--- config.mk ---
export PLATFORM = sky130hd
export DESIGN_NAME = vt52_key_encoder
export DESIGN_NICKNAME = d
export VERILOG_FILES = /design/src/rtl/vt52_pkg.sv /design/src/rtl/sync_signal.sv /design/src/rtl/vt52_key_fifo.sv /design/src/rtl/vt52_key_encoder.sv
export SDC_FILE = /design/constraint.sdc
export NUM_CORES = 1
export LEC_CHECK = 0
export BUFFER_PORTS_ARGS = -buffer_cell sky130_fd_sc_hd__buf_4
export CORE_ASPECT_RATIO = 1.2
export CORE_UTILIZATION = 50
export DETAILED_ROUTE_END_ITERATION = 10
export PLACE_DENSITY = 0.66
export REMOVE_ABC_BUFFERS = 1
export SYNTH_ARGS = -nofsm -noshare
export SYNTH_HDL_FRONTEND = slang
export SYNTH_SLANG_ARGS = --single-unit
export TNS_END_PERCENT = 100
--- constraint.sdc ---
create_clock -name clk -period 7 [get_ports clk]
set_input_delay 0.35 -clock clk [delete_from_list [all_inputs] [get_ports clk]]
set_output_delay 0.35 -clock clk [all_outputs]
set_load 0.03 [all_outputs]
--- src/rtl/vt52_pkg.sv ---
// Shared VT52 definitions: escape byte, keyboard key codes, identify reply
// bytes and the key-encoder FSM state type.
package vt52_pkg;

    localparam logic [7:0] ESC          = 8'h1B;

    // Cursor and function keys
    localparam logic [7:0] KEY_UP       = 8'h80;
    localparam logic [7:0] KEY_DOWN     = 8'h81;
    localparam logic [7:0] KEY_RIGHT    = 8'h82;
    localparam logic [7:0] KEY_LEFT     = 8'h83;
    localparam logic [7:0] KEY_BLUE     = 8'h84;
    localparam logic [7:0] KEY_RED      = 8'h85;
    localparam logic [7:0] KEY_GRAY     = 8'h86;

    // Keypad keys
    localparam logic [7:0] KEY_KP_0     = 8'h90;
    localparam logic [7:0] KEY_KP_9     = 8'h99;
    localparam logic [7:0] KEY_KP_DOT   = 8'h9A;
    localparam logic [7:0] KEY_KP_ENTER = 8'h9B;

    // Identify reply is ESC / K
    localparam logic [7:0] IDENT_MID    = 8'h2F;
    localparam logic [7:0] IDENT_FIN    = 8'h4B;

    // Alternate-keypad prefix byte after ESC
    localparam logic [7:0] ALT_PREFIX   = 8'h3F;

    typedef enum logic [2:0] {
        ST_IDLE,
        ST_LOAD,
        ST_ESC,
        ST_MID,
        ST_FINAL
    } key_state_e;

endpackage

--- src/rtl/sync_signal.sv ---
// Multi-flop synchroniser for asynchronous level inputs.
module sync_signal #(
    parameter int WIDTH = 1,
    parameter int N     = 2
) (
    input  logic             clk,
    input  logic             rstn,
    input  logic [WIDTH-1:0] d,
    output logic [WIDTH-1:0] q
);

    logic [WIDTH-1:0] stage_reg [N];

    // First stage samples the asynchronous input
    always_ff @(posedge clk) begin
        if (!rstn) begin
            stage_reg[0] <= '0;
        end else begin
            stage_reg[0] <= d;
        end
    end

    generate
        for (genvar gi = 1; gi < N; gi++) begin : g_stage
            // Each further stage re-registers the previous one
            always_ff @(posedge clk) begin
                if (!rstn) begin
                    stage_reg[gi] <= '0;
                end else begin
                    stage_reg[gi] <= stage_reg[gi-1];
                end
            end
        end
    endgenerate

    assign q = stage_reg[N-1];

endmodule

--- src/rtl/vt52_key_fifo.sv ---
// Small synchronous key-code FIFO. The head entry is visible on rd_data
// without a read request so the encoder can decode it in the pop cycle.
module vt52_key_fifo #(
    parameter int DEPTH = 8,
    parameter int WIDTH = 8
) (
    input  logic             clk,
    input  logic             rstn,
    input  logic             wr_en,
    input  logic [WIDTH-1:0] wr_data,
    input  logic             rd_en,
    output logic [WIDTH-1:0] rd_data,
    output logic             full,
    output logic             empty
);

    localparam int AW = $clog2(DEPTH);
    localparam logic [AW:0] DEPTH_C = (AW+1)'(DEPTH);

    logic [WIDTH-1:0] mem_reg [DEPTH];
    logic [AW-1:0]    wr_ptr_reg;
    logic [AW-1:0]    rd_ptr_reg;
    logic [AW:0]      count_reg;
    logic             wr_ok;
    logic             rd_ok;

    // Full is judged on the current count, so a same-cycle read never makes room
    assign full    = (count_reg == DEPTH_C);
    assign empty   = (count_reg == '0);
    assign wr_ok   = wr_en && !full;
    assign rd_ok   = rd_en && !empty;
    assign rd_data = mem_reg[rd_ptr_reg];

    // Storage array; contents need no reset since count guards every read
    always_ff @(posedge clk) begin
        if (wr_ok) begin
            mem_reg[wr_ptr_reg] <= wr_data;
        end
    end

    // Pointer and occupancy bookkeeping
    always_ff @(posedge clk) begin
        if (!rstn) begin
            wr_ptr_reg <= '0;
            rd_ptr_reg <= '0;
            count_reg  <= '0;
        end else begin
            if (wr_ok) begin
                wr_ptr_reg <= wr_ptr_reg + 1'b1;
            end
            if (rd_ok) begin
                rd_ptr_reg <= rd_ptr_reg + 1'b1;
            end
            case ({wr_ok, rd_ok})
                2'b10:   count_reg <= count_reg + 1'b1;
                2'b01:   count_reg <= count_reg - 1'b1;
                default: count_reg <= count_reg;
            endcase
        end
    end

endmodule

--- src/rtl/vt52_key_encoder.sv ---
// VT52 keyboard encoder: queues key presses, maps each to its host byte
// sequence and streams the bytes out over AXI-stream. Identify requests
// are answered with ESC / K ahead of queued keys.
module vt52_key_encoder
    import vt52_pkg::*;
#(
    parameter int SYNC_STAGES = 2,
    parameter int FIFO_DEPTH  = 8
) (
    input  logic       clk,
    input  logic       rstn,
    input  logic [7:0] key_code,
    input  logic       key_strobe,
    input  logic       alt_keypad,
    input  logic       ident_req,
    output logic [7:0] m_tdata,
    output logic       m_tvalid,
    input  logic       m_tready,
    output logic       overflow,
    output logic       busy
);

    key_state_e state_reg;
    logic [7:0] m_tdata_reg;
    logic       m_tvalid_reg;
    logic       overflow_reg;
    logic       ident_pending_reg;
    logic       seq_long_reg;
    logic [7:0] seq_mid_reg;
    logic [7:0] seq_fin_reg;
    logic       sync_prev_reg;
    logic       edge_reg;

    logic       strobe_sync;
    logic       fifo_full;
    logic       fifo_empty;
    logic       fifo_rd;
    logic [7:0] fifo_head;
    logic       work_avail;
    logic       ident_serve;

    logic [1:0] dec_len;
    logic [7:0] dec_mid;
    logic [7:0] dec_fin;

    sync_signal #(
        .WIDTH (1),
        .N     (SYNC_STAGES)
    ) u_strobe_sync (
        .clk  (clk),
        .rstn (rstn),
        .d    (key_strobe),
        .q    (strobe_sync)
    );

    vt52_key_fifo #(
        .DEPTH (FIFO_DEPTH),
        .WIDTH (8)
    ) u_fifo (
        .clk     (clk),
        .rstn    (rstn),
        .wr_en   (edge_reg),
        .wr_data (key_code),
        .rd_en   (fifo_rd),
        .rd_data (fifo_head),
        .full    (fifo_full),
        .empty   (fifo_empty)
    );

    assign work_avail  = ident_pending_reg || !fifo_empty;
    assign ident_serve = (state_reg == ST_LOAD) && ident_pending_reg;
    assign fifo_rd     = (state_reg == ST_LOAD) && !ident_pending_reg;

    assign m_tdata  = m_tdata_reg;
    assign m_tvalid = m_tvalid_reg;
    assign overflow = overflow_reg;
    assign busy     = (state_reg != ST_IDLE) || !fifo_empty;

    // Registered rising-edge detect on the synchronised strobe, plus drop reporting
    always_ff @(posedge clk) begin
        if (!rstn) begin
            sync_prev_reg <= 1'b0;
            edge_reg      <= 1'b0;
            overflow_reg  <= 1'b0;
        end else begin
            sync_prev_reg <= strobe_sync;
            edge_reg      <= strobe_sync && !sync_prev_reg;
            overflow_reg  <= edge_reg && fifo_full;
        end
    end

    // Map the queue head to its byte sequence; len 0 marks an unmapped code
    always_comb begin
        dec_len = 2'd0;
        dec_mid = 8'h00;
        dec_fin = 8'h00;
        if (!fifo_head[7]) begin
            dec_len = 2'd1;
            dec_fin = fifo_head;
        end else begin
            case (fifo_head)
                KEY_UP:    begin dec_len = 2'd2; dec_fin = 8'h41; end
                KEY_DOWN:  begin dec_len = 2'd2; dec_fin = 8'h42; end
                KEY_RIGHT: begin dec_len = 2'd2; dec_fin = 8'h43; end
                KEY_LEFT:  begin dec_len = 2'd2; dec_fin = 8'h44; end
                KEY_BLUE:  begin dec_len = 2'd2; dec_fin = 8'h50; end
                KEY_RED:   begin dec_len = 2'd2; dec_fin = 8'h51; end
                KEY_GRAY:  begin dec_len = 2'd2; dec_fin = 8'h52; end
                KEY_KP_DOT: begin
                    if (alt_keypad) begin
                        dec_len = 2'd3; dec_mid = ALT_PREFIX; dec_fin = 8'h6E;
                    end else begin
                        dec_len = 2'd1; dec_fin = 8'h2E;
                    end
                end
                KEY_KP_ENTER: begin
                    if (alt_keypad) begin
                        dec_len = 2'd3; dec_mid = ALT_PREFIX; dec_fin = 8'h4D;
                    end else begin
                        dec_len = 2'd1; dec_fin = 8'h0D;
                    end
                end
                default: begin
                    if (fifo_head >= KEY_KP_0 && fifo_head <= KEY_KP_9) begin
                        if (alt_keypad) begin
                            dec_len = 2'd3;
                            dec_mid = ALT_PREFIX;
                            dec_fin = 8'h70 + {4'h0, fifo_head[3:0]};
                        end else begin
                            dec_len = 2'd1;
                            dec_fin = 8'h30 + {4'h0, fifo_head[3:0]};
                        end
                    end
                end
            endcase
        end
    end

    // Sequencer: loads one sequence at a time and walks its bytes through the handshake
    always_ff @(posedge clk) begin
        if (!rstn) begin
            state_reg         <= ST_IDLE;
            m_tdata_reg       <= 8'h00;
            m_tvalid_reg      <= 1'b0;
            ident_pending_reg <= 1'b0;
            seq_long_reg      <= 1'b0;
            seq_mid_reg       <= 8'h00;
            seq_fin_reg       <= 8'h00;
        end else begin
            // Pulses arriving while a reply is pending or being loaded merge into it
            ident_pending_reg <= ident_serve ? 1'b0 : (ident_pending_reg | ident_req);
            case (state_reg)
                ST_IDLE: begin
                    if (work_avail) begin
                        state_reg <= ST_LOAD;
                    end
                end
                ST_LOAD: begin
                    if (ident_pending_reg) begin
                        m_tdata_reg  <= ESC;
                        m_tvalid_reg <= 1'b1;
                        seq_long_reg <= 1'b1;
                        seq_mid_reg  <= IDENT_MID;
                        seq_fin_reg  <= IDENT_FIN;
                        state_reg    <= ST_ESC;
                    end else begin
                        case (dec_len)
                            2'd1: begin
                                m_tdata_reg  <= dec_fin;
                                m_tvalid_reg <= 1'b1;
                                state_reg    <= ST_FINAL;
                            end
                            2'd2: begin
                                m_tdata_reg  <= ESC;
                                m_tvalid_reg <= 1'b1;
                                seq_long_reg <= 1'b0;
                                seq_fin_reg  <= dec_fin;
                                state_reg    <= ST_ESC;
                            end
                            2'd3: begin
                                m_tdata_reg  <= ESC;
                                m_tvalid_reg <= 1'b1;
                                seq_long_reg <= 1'b1;
                                seq_mid_reg  <= dec_mid;
                                seq_fin_reg  <= dec_fin;
                                state_reg    <= ST_ESC;
                            end
                            default: state_reg <= ST_IDLE;
                        endcase
                    end
                end
                ST_ESC: begin
                    if (m_tready) begin
                        if (seq_long_reg) begin
                            m_tdata_reg <= seq_mid_reg;
                            state_reg   <= ST_MID;
                        end else begin
                            m_tdata_reg <= seq_fin_reg;
                            state_reg   <= ST_FINAL;
                        end
                    end
                end
                ST_MID: begin
                    if (m_tready) begin
                        m_tdata_reg <= seq_fin_reg;
                        state_reg   <= ST_FINAL;
                    end
                end
                ST_FINAL: begin
                    if (m_tready) begin
                        m_tvalid_reg <= 1'b0;
                        state_reg    <= work_avail ? ST_LOAD : ST_IDLE;
                    end
                end
                default: state_reg <= ST_IDLE;
            endcase
        end
    end

endmodule

==> Word-level counts from Yosys, hierarchy flattened <==
Memory sizes are Yosys's and may differ from the RTL's. A register that Yosys moved wholly into a read port is not among the register bits.
Index checks and enable logic that the tools add are counted.
{ "word_totals": {"ram_bits": 66, "output_inout_bits": 11, "in_bits": 14, "memories": 2, "wordCells": 133, "register_bits": 43} }
{ "classes": {"addsub": 6, "magnitude_cmp": 2, "n_mux": 48, "reduce_logical": 33, "n_bitwise": 4, "eq_ne": 25} }
{ "memory_table": {"columns": ["memory", "words", "width", "rd", "rd_clocked_by_memory_dff", "wr", "line_no", "source"], "rows": [
  ["u_fifo.mem_reg", 8, 8, 1, 1, 1, "vt52_key_fifo.sv:20", "logic [WIDTH-1:0] mem_reg [DEPTH];"],
  ["u_strobe_sync.stage_reg", 2, 1, 2, 0, 2, "sync_signal.sv:12", "logic [WIDTH-1:0] stage_reg [N];"]
]} }
{ "ops": {"columns": ["cell", "count"], "rows": [
  ["2-to-1 mux 8 bit", 11],
  ["equality test 8 bit, second input constant", 9],
  ["one-hot mux 8 bit (9 select lines)", 1],
  ["2-to-1 mux 3 bit", 8],
  ["one-hot mux 8 bit (3 select lines)", 1],
  ["2-to-1 mux 6 bit", 3],
  ["one-hot mux 8 bit (2 select lines)", 1],
  ["one-hot mux 3 bit (5 select lines)", 1],
  ["2-to-1 mux 7 bit", 2],
  ["one-hot mux 6 bit (2 select lines)", 1],
  ["2-to-1 mux 1 bit", 11],
  ["nonzero test 3 bit", 3],
  ["adder 7 x 4 -> 8 bit, first input constant", 1],
  [">= comparator 8 bit, second input constant", 1],
  ["<= comparator 8 bit, second input constant", 1],
  ["!= test 2 bit, second input constant", 4],
  ["one-hot mux 4 bit (2 select lines)", 1],
  ["AND reduction 4 bit", 2],
  ["nonzero test 2 bit", 4],
  ["adder 6 x 4 -> 7 bit, first input constant", 1],
  ["logical AND 1 bit", 7],
  ["OR reduction 7 bit", 1],
  ["adder 3 x 1 -> 3 bit, second input constant", 2],
  ["equality test 2 bit, second input constant", 3],
  ["23 further kinds", 38]
]} }

==> Logic depth before layout (Yosys ltp) <==
Gate-level depths: netlist of the first run.
{ "logic_depth": {"ltp_word": 10, "ltp_mapped": 12, "depth_no_buf": 11} }

==> Cells and area by module <==
A second synthesis of the first run with hierarchy kept.
{ "unflattened": {"hier_cells": 352, "hier_area_um2": 4580.6} }
{ "modules_own_cells": {"columns": ["mod", "area_per_inst_um2", "n_inst", "cells_per_inst"], "rows": [
  ["vt52_key_fifo", 3101.7, 1, 167],
  ["vt52_key_encoder", 1426.4, 1, 181],
  ["sync_signal", 52.6, 1, 4]
]} }

==> Worst setup path before layout of the first run <==
Ideal clock, no wire load.
{ "synth_path": {"path_kind": "flip-flop to flip-flop", "from": "reg with a tool-made name", "to": "reg m_tdata_reg[4], in the netlist m_tdata[4]", "setup_slack_ns": 4.399, "synth_period_minus_slack_ns": 2.601, "arrival_time_ns": 2.533, "n_path_buf": 2, "setup_ns": 0.067, "t_required_ns": 6.933, "stages_incl_launch_ff": 10, "cell_sequence": "dfxtp_1 > buf_6 > buf_12 > mux4_1 > mux2i_2 > nand3_4 > nor4_4 > nor3_2 > a221o_1 > a21oi_2"} }
{ "synth_rtl": {"columns": ["item", "line_no", "source"], "rows": [
  ["end signal: assignment", "vt52_key_encoder.sv:169", "m_tdata_reg <= dec_fin;"],
  ["end signal: assignment", "vt52_key_encoder.sv:195", "m_tdata_reg <= seq_mid_reg;"],
  ["end signal: assignment", "vt52_key_encoder.sv:198", "m_tdata_reg <= seq_fin_reg;"],
  ["end: declaration", "vt52_key_encoder.sv:24", "logic [7:0] m_tdata_reg;"]
]} }

==> results.toml, run 1 <==
[grt]
grt_pass1_vias = 2787
use_met1 = 0.2418
antenna_found_initial = 0
grt_max_degree = 25
grtUsageTotal = 0.1983
grt_overflow = 0
grt_pass1_wl_um = 13830
top_usage_layer = "met2"
met2_usage = 0.3517
use_met3 = 0.03960

[cells_and_area]
final_cells = 488
final_nets = 386
diodes = 0
largest_reg_flops = 64
drive_gt1_frac = 0.1752
area_delta_synth_final_pct = 10.93

[synthesis]
synth_seq_cells = 104
synth_top_area_frac = 0.4219
ys.warnings.count = 0
ys_seq_area_frac = 0.5976
synthArstFlopShare = 0
synth_flop_cell = "edfxtp_1"
syn_inst = 342
synth_enable_flop_cells = 64
syn-cell-area_sq_um = 4556
yosys-top-cells-area = "edfxtp_1 42%, dfxtp_1 18%, mux4_1 8.1%"
yosys.area.top_type = "edfxtp_1"
yosysUniqueCellTypes = 60
avgSynthCellArea_sq_um = 13.32

[min_path]
worstHoldPathType = "in2reg"

[pwr]
peakVddDrop_mv = 0.1650
p_leak_nw = 1.742
p_per_area_nw_per_um2 = 231.3

[cts]
cts_tree = "yes"
ctsResizeCount = 0
htreeDepth = 3
clk_pin_slew_ps = 110
max-clock-path-buffers = 2
cts_buffers = 9
cts_root_buf = "clkbuf_8"
cts_setup_buffers = 0
clkLatencyLatePin_ps = 360
clock_sinks = 104
hold_buffers = 0

[sta]
hold_viol_final = 0
clock_skew_ps = 10.88
slew-limit-headroom = 0.4077
max_freq_ghz = 0.2822
fin_crit_sh = 0.5062
min_period_ps = 3543
rsz0062_at_grt = "no"
fin_setup_tns_ps = 0
tightest_slew_ps = 883.1
setup_viol = 0
drv_slew = 0

[route]
drt_wl_total_um = 8497
first_iter_violations = 105
drt-vias-per-instance = 5.639
vias = 2752
dr.pass1.iters = 4
wl_per_cell_um = 17.41
drc = 0
postRouteAntennaNets = 0

[critical_path]
end_kind = "flip-flop"
cp.arrival_ps = 3820
max_stage_delay_ps = 900
worstPathRequired_ps = 7280
crit_fanout = 16
r2r_slack_ps = 3460
cpMaxStageDelayCell = "dfxtp_1"
worstPathCellList = "mux4_1 > mux2_4 > nand4_1 > o21ai_2 > o31ai_2 > nor2_1 > a221oi_1"
path_class = "reg2reg"
start_kind = "flip-flop"

[floorplan]
die-area_sq_um = 9499
core_area_sq_um = 8703
rows = 37
die_y_um = 106.6
fp.dieW_um = 89.14
io_pins = 25
initial_utilization = 0.5234

[placed_design]
place_congestion = 0.8224
dp_cells = 472
port_buffers = 23
hpwl_um = 5860

[status]
outcome = "finished, final reports clean"

[flow_run]
drv_cap = 0
## final timing paths
kind                      start                          to  depth (start not counted)
hold / removal       key_strobe  u_strobe_sync.stage_reg[0]                          2
setup reg to reg      flip-flop                  m_tdata[2]                          7
hold reg to reg   sync_prev_reg                    edge_reg                          1
setup / recovery      flip-flop                  m_tdata[2]                          7
## logic make-up (layout without fill, tap and decap cells)
group	count (synthesis)	count (layout)	synth area share
DFF	104	104	0.5976
muxes	31	31	0.1305
buffers and inverters	21	50	0.02554
xor gates and xnor gates	7	7	0.01346
and+or+nand+nor	112	112	0.1228
other	1	1	0.0008232
AOI/OAI and AO/OA	60	60	0.09119
adders and majority gates	6	6	0.01813
## where the power goes
| group | internal [mW] | switching, mW |
|---|---|---|
| Clock | 0.165 | 0.232 |
| Combinational | 0.0393 | 0.0600 |
| Sequential | 0.662 | 0.0110 |
## through the flow
step           utilization  setup WS (ps)  hold WS [ps]  power [mW]  instance area [sq um]
5_1_grt             0.5807           3178         167.3       1.210                   5054
3_5_place_dp        0.5546           3450         381.7      0.7863                   4827
6_report            0.5807           3457         181.1       1.169                   5054
3_3_place_gp        0.5546           3531         373.1      0.7842                   4827
4_1_cts             0.5807           3414         167.2       1.174                   5054
2_1_floorplan            -           3953         367.4      0.7494                   4469
## synth_stat cells (all sizes together) (2+ instances only)
cell type and count:
edfxtp 64, dfxtp 40, nor2 39, nand2 26
a21oi 21, mux4 16, nor3 12, mux2i 9
inv 8, o21ai 8, clkbuf 7, buf 6
mux2 6, nand2b 6, nand3 6, and2 5
ha 5, nor2b 5, nor4 5, a31oi 4
o211a 4, xor2 4, o21a 3, xnor2 3
a221oi 2, a2bb2oi 2, a311oi 2, a32o 2
nand4 2, o22ai 2, or3 2
## worst max-delay path: cells and delay by family, from the launching register on
| family | cells | cell delay [ps] |
|---|---|---|
| multiplexers | 2 | 1000 |
| AND/OR/NAND/NOR | 2 | 370 |
| AO/OA/AOI/OAI | 3 | 1190 |
| flip-flops | 1 | 900 |
## layout by cell type (no fill, tap or decap), drive strengths merged, types with 9 or more instances in the layout
| cell | instances |
|---|---|
| a21oi | 21 |
| buf | 26 |
| clkbuf | 10 |
| dfxtp | 40 |
| edfxtp | 64 |
| inv | 10 |
| mux2i | 9 |
| mux4 | 16 |
| nand2 | 26 |
| nor2 | 39 |
| nor3 | 12 |
## per-layer routing
metal  wire (um)  share of wire  vias up
li1            -              -     1347
met1        3673           0.43     1349
met2        4481           0.53       52
met3         297          0.035        4
met4          44         0.0052        0
met5           0              0        -
## final cells by class
class | count | area, sq um
inverters | 8 | 30.03
clock inverters | 6 | 77.57
repair buffers | 26 | 195.2
multi-input cells | 217 | 1733
clock buffers | 10 | 148.9
well taps | 117 | 146.4
flip-flops and latches | 104 | 2723
fillers | 752 | 3650
Power figures use the tool's default switching activity.
==> run 2, diff against run 1 <==
==> constraint.sdc (replaced) <==
create_clock -name clk -period 3.6 [get_ports clk]
set_input_delay 0.18 -clock clk [delete_from_list [all_inputs] [get_ports clk]]
set_output_delay 0.18 -clock clk [all_outputs]
set_load 0.03 [all_outputs]
==> run 2 against run 1 <==
  * Final cell count grew 1.2%
  * Via count rose by 1.1%
  * Wire length decreased by 3.4%
  * Sequential power is 95% higher
  * First-iteration DRC count grew 10%
  * Die area stayed put
  * Highest routed layer unchanged
==> results.toml, run 2 (synthesis gave the netlist of run 1 again) <==
[sta]
fin_setup_tns_ps = 0
setup_ws_ps = 586.8
rsz0062_at_grt = "no"
drv_slew = 0
setup_viol = 0
hold_slack_ps = 18.82
tightest_slew_ps = 891.3
clock_skew_ps = 20.32
fin_crit_sh = 0.8370
slew-limit-headroom = 0.4022
hold_viol_final = 0
max_freq_ghz = 0.3319
min_period_ps = 3013

[cts]
max-clock-path-buffers = 2
htreeDepth = 3
cts_tree = "yes"
clkLatencyLatePin_ps = 370
hold_buffers = 0
cts_root_buf = "clkbuf_8"
cts_buffers = 9
ctsResizeCount = 0
clk_pin_slew_ps = 120
clock_sinks = 104
cts_setup_buffers = 0

[cells_and_area]
largest_reg_flops = 64
diodes = 0
drive_gt1_frac = 0.1857
final_nets = 392
final_common_cell = "edfxtp_1"
area_delta_synth_final_pct = 11.07
final_cell_mix = "64 x edfxtp_1, 40 x dfxtp_1, 39 x nor2_1"
fillers = 751

[floorplan]
io_pins = 25
die_y_um = 106.6
die-area_sq_um = 9499
fp.dieW_um = 89.14
initial_utilization = 0.5234
core_area_sq_um = 8703
rows = 37

[route]
drt-vias-per-instance = 5.632
postRouteAntennaNets = 0
drt_wl_total_um = 8210
dr.pass1.iters = 4
wl_per_cell_um = 16.62
first_iter_violations = 116
vias = 2782
drc = 0

[critical_path]
critPathTopFamily = "compound AO/OA/AOI/OAI gates"
crit_fanout = 16
max_stage_delay_ps = 770
worstPathRequired_ps = 3880
cpMaxStageDelayCell = "o31ai_2"
reg2regPathDepth = 8
worstReg2RegEnd = "m_tdata[2]"
r2r_slack_ps = 590
start_kind = "flip-flop"
path_class = "reg2reg"
critPathBufInv = 1
end_kind = "flip-flop"
worstPathCellList = "buf_4 > mux4_1 > mux2_4 > nand4_1 > o21ai_2 > o31ai_2 > nor2_1 > a221oi_1"
cp.arrival_ps = 3290

[placed_design]
hpwl_um = 5797
post-place-ws_ps = 571.6
port_buffers = 23
place_congestion = 0.7825

[min_path]
hold_end = "u_strobe_sync.stage_reg[0]"
worstHoldPathType = "in2reg"
hp-start = "key_strobe"
min_path_cells = 2

[grt]
grt_overflow = 0
grt_max_degree = 25
grtUsageTotal = 0.1923
grt_pass1_wl_um = 13250
grt_pass1_vias = 2632
antenna_found_initial = 0

[pwr]
p_leak_nw = 1.756
peakVddDrop_mv = 0.2739
power_mw = 2.207
p_per_area_nw_per_um2 = 436.2

[flow_run]
drv_cap = 0

[status]
outcome = "finished, final reports clean"
run 2: changes by cell type in the layout (fill, tap and decap cells not counted), sizes merged:
cell    delta
inv        +3
clkbuf     -1
buf        +6
clkinv     -2
run 2: worst max path at each step:
| stage | startpoint | to | slack [ps] | depth (start not counted) |
|---|---|---|---|---|
| 2_1_floorplan | flip-flop | m_tdata[2] | 550 | 7 |
| 3_3_place_gp | flip-flop | m_tdata[2] | 660 | 8 |
| 3_5_place_dp | flip-flop | m_tdata[2] | 570 | 8 |
| 4_1_cts | flip-flop | m_tdata[2] | 560 | 8 |
| 5_1_grt | flip-flop | m_tdata[2] | 330 | 8 |
| 6_report | flip-flop | m_tdata[2] | 590 | 8 |
run 2: layout make-up:
type,count,area [sq um],share of cell area
multi-input cells,217,1728,0.3415
flip-flops and latches,104,2723,0.5381
repair buffers,32,240.2,0.04748
clock inverters,7,68.82,0.01360
clock buffers,9,123.9,0.02448
well taps,117,146.4,0.02893
inverters,8,30.03,0.005935
run 2: per-stage QoR:
stage	util	std cells	cell area (sq um)
floorplan	-	329	4469
global placement	0.5592	478	4867
detailed placement	0.5592	478	4867
CTS	0.5814	494	5060
global route	0.5814	494	5060
finish	0.5814	494	5060
run 2: per-layer routing:
metal  share of wire  routed length (um)  track usage  vias to the layer above
li1                -                   -            -                     1363
met1            0.45                3658       0.2380                     1355
met2            0.51                4225       0.3310                       56
met3           0.030                 245      0.04348                        8
met4           0.010                  82      0.05896                        0
met5               0                   0            0                        -
run 2: worst reg2reg max path: stages (launching register included):
cell,delay (ps)
dfxtp_1,320
buf_4,260
mux4_1,600
mux2_4,350
nand4_1,130
o21ai_2,120
o31ai_2,770
nor2_1,110
a221oi_1,280
run 2: where the power goes:
group	switching, mW	internal, mW	total (mW)
clock network	0.432	0.274	0.706
registers	0.0197	1.29	1.31
logic	0.118	0.0771	0.195
total	0.570	1.64	2.21
==> run 3, diff against run 2 <==
--- a/config.mk
+++ b/config.mk
@@ -9,7 +9,7 @@
 export CORE_ASPECT_RATIO = 1.2
 export CORE_UTILIZATION = 50
 export DETAILED_ROUTE_END_ITERATION = 10
-export PLACE_DENSITY = 0.66
+export PLACE_DENSITY = 0.69
 export REMOVE_ABC_BUFFERS = 1
 export SYNTH_ARGS = -nofsm -noshare
 export SYNTH_HDL_FRONTEND = slang
==> constraint.sdc (replaced) <==
create_clock -name clk -period 2.6 [get_ports clk]
set_input_delay 0.13 -clock clk [delete_from_list [all_inputs] [get_ports clk]]
set_output_delay 0.13 -clock clk [all_outputs]
set_load 0.03 [all_outputs]
==> run 3 against run 2 <==
  * Clock-buffer cell count is the same
  * Fmax grew 17%
  * Worst hold slack gained 51 ps
==> results.toml, run 3 (synthesis gave the netlist of run 1 again) <==
[pwr]
peakVddDrop_mv = 0.4095
p_leak_nw = 2.005
p_per_area_nw_per_um2 = 554.7

[sta]
clock_skew_ps = 12.14
max_freq_ghz = 0.3893
fin_crit_sh = 0.9879
setup_viol = 0
hold_viol_final = 0
hold_slack_ps = 70.16
tightest_slew_ps = 622.8
slew-limit-headroom = 0.5844
min_period_ps = 2569
rsz0062_at_grt = "yes"
drv_slew = 0

[floorplan]
die_y_um = 106.6
fp.dieW_um = 89.14
core_area_sq_um = 8703
die-area_sq_um = 9499
rows = 37
initial_utilization = 0.5234
io_pins = 25

[grt]
antenna_found_initial = 0
grt_pass1_vias = 2990
grt_max_degree = 20
grt_overflow = 0
grt_pass1_wl_um = 14460
grtUsageTotal = 0.2084

[cts]
max-clock-path-buffers = 2
clk_pin_slew_ps = 110
cts_root_buf = "clkbuf_8"
clock_sinks = 104
htreeDepth = 3
cts_tree = "yes"
cts_buffers = 9
clkLatencyLatePin_ps = 380

[route]
wl_per_cell_um = 16.83
drc = 0
dr.pass1.iters = 4
postRouteAntennaNets = 0
drt-vias-per-instance = 5.435
vias = 2984
first_iter_violations = 123
drt_wl_total_um = 9239

[critical_path]
max_stage_delay_ps = 630
worstPathCellList = "buf_8 > mux4_1 > mux2_2 > a311oi_2 > o31ai_4 > buf_4 > a221o_1 > a21oi_2"
start_kind = "flip-flop"
cp.arrival_ps = 2890
path_class = "reg2reg"
worstPathRequired_ps = 2920
cpMaxStageDelayCell = "mux4_1"
crit_fanout = 6
end_kind = "flip-flop"

[cells_and_area]
final_common_cell = "buf_4"
largest_reg_flops = 64
drive_gt1_frac = 0.3310
fillers = 701
final_nets = 447
area_delta_synth_final_pct = 23.51
fin_util = 0.6465
final_cells = 549
diodes = 0
final_cell_mix = "67 x buf_4, 64 x edfxtp_1, 38 x dfxtp_1"

[placed_design]
dp_cells = 515
hpwl_um = 6246
port_buffers = 23
place_congestion = 0.9023

[min_path]
worstHoldPathType = "in2reg"

[status]
outcome = "finished, final reports clean"

[flow_run]
drv_cap = 0
==> run 3: cell type report <==
class                      instances  area [sq um]  area share
clock buffer                       9         123.9     0.02201
clock inverter                     7         63.81     0.01134
inverter                           8         30.03    0.005337
multi-input combinational        217          1807      0.3211
sequential                       104          2728      0.4848
tap                              117         146.4     0.02602
timing repair buffer              87         728.2      0.1294
==> run 3: power breakdown <==
part	total, mW	leakage [nW]	internal [mW]	switching [mW]
sequential	1.80	0.902	1.78	0.0219
clock	0.956	0.0899	0.368	0.588
combinational	0.362	1.01	0.166	0.197
total	3.12	2.01	2.31	0.807
==> run 3: per-stage QoR <==
step	total power, mW	TNS (ps)	setup slack [ps]	area, sq um
2_1_floorplan	2.018	-4403	-446.8	4469
3_3_place_gp	2.147	-140.4	-61.64	5152
3_5_place_dp	2.152	-1354	-170.8	5152
4_1_cts	3.117	-21.46	-14.98	5522
5_1_grt	3.234	-312.9	-53.71	5627
6_report	3.121	0	31.35	5627
==> run 3: final timing paths <==
| check | startpoint | to | slack (ps) | cells past startpoint |
|---|---|---|---|---|
| setup reg to reg | flip-flop | m_tdata[4] | 30 | 8 |
| setup / recovery | flip-flop | m_tdata[4] | 30 | 8 |
| hold / removal | rstn | seq_fin_reg[6] | 70 | 2 |
| hold reg to reg | sync_prev_reg | edge_reg | 400 | 1 |
==> run 3: worst max-delay path, delay by kind of cell, from the launching register on <==
kind            cells  cell delay [ps]
compound gates      4              880
buf+inv             2              300
flops               1              380
mux                 2              960
==> run 3: per-layer routing <==
metal	routed length, um	GRT usage
met5	0	0
met4	227	0.1032
met3	224	0.03804
met2	4807	0.3599
met1	3981	0.2448
==> run 3: timing repair <==
item | CTS | global route
endpoints found under the hold margin | 66 | 0
resized for setup | 22 | 30
hold buffers | 10 | 0
setup buffers | 2 | 7
setup endpoints to repair | 16 | 17
pin swaps | 6 | 12
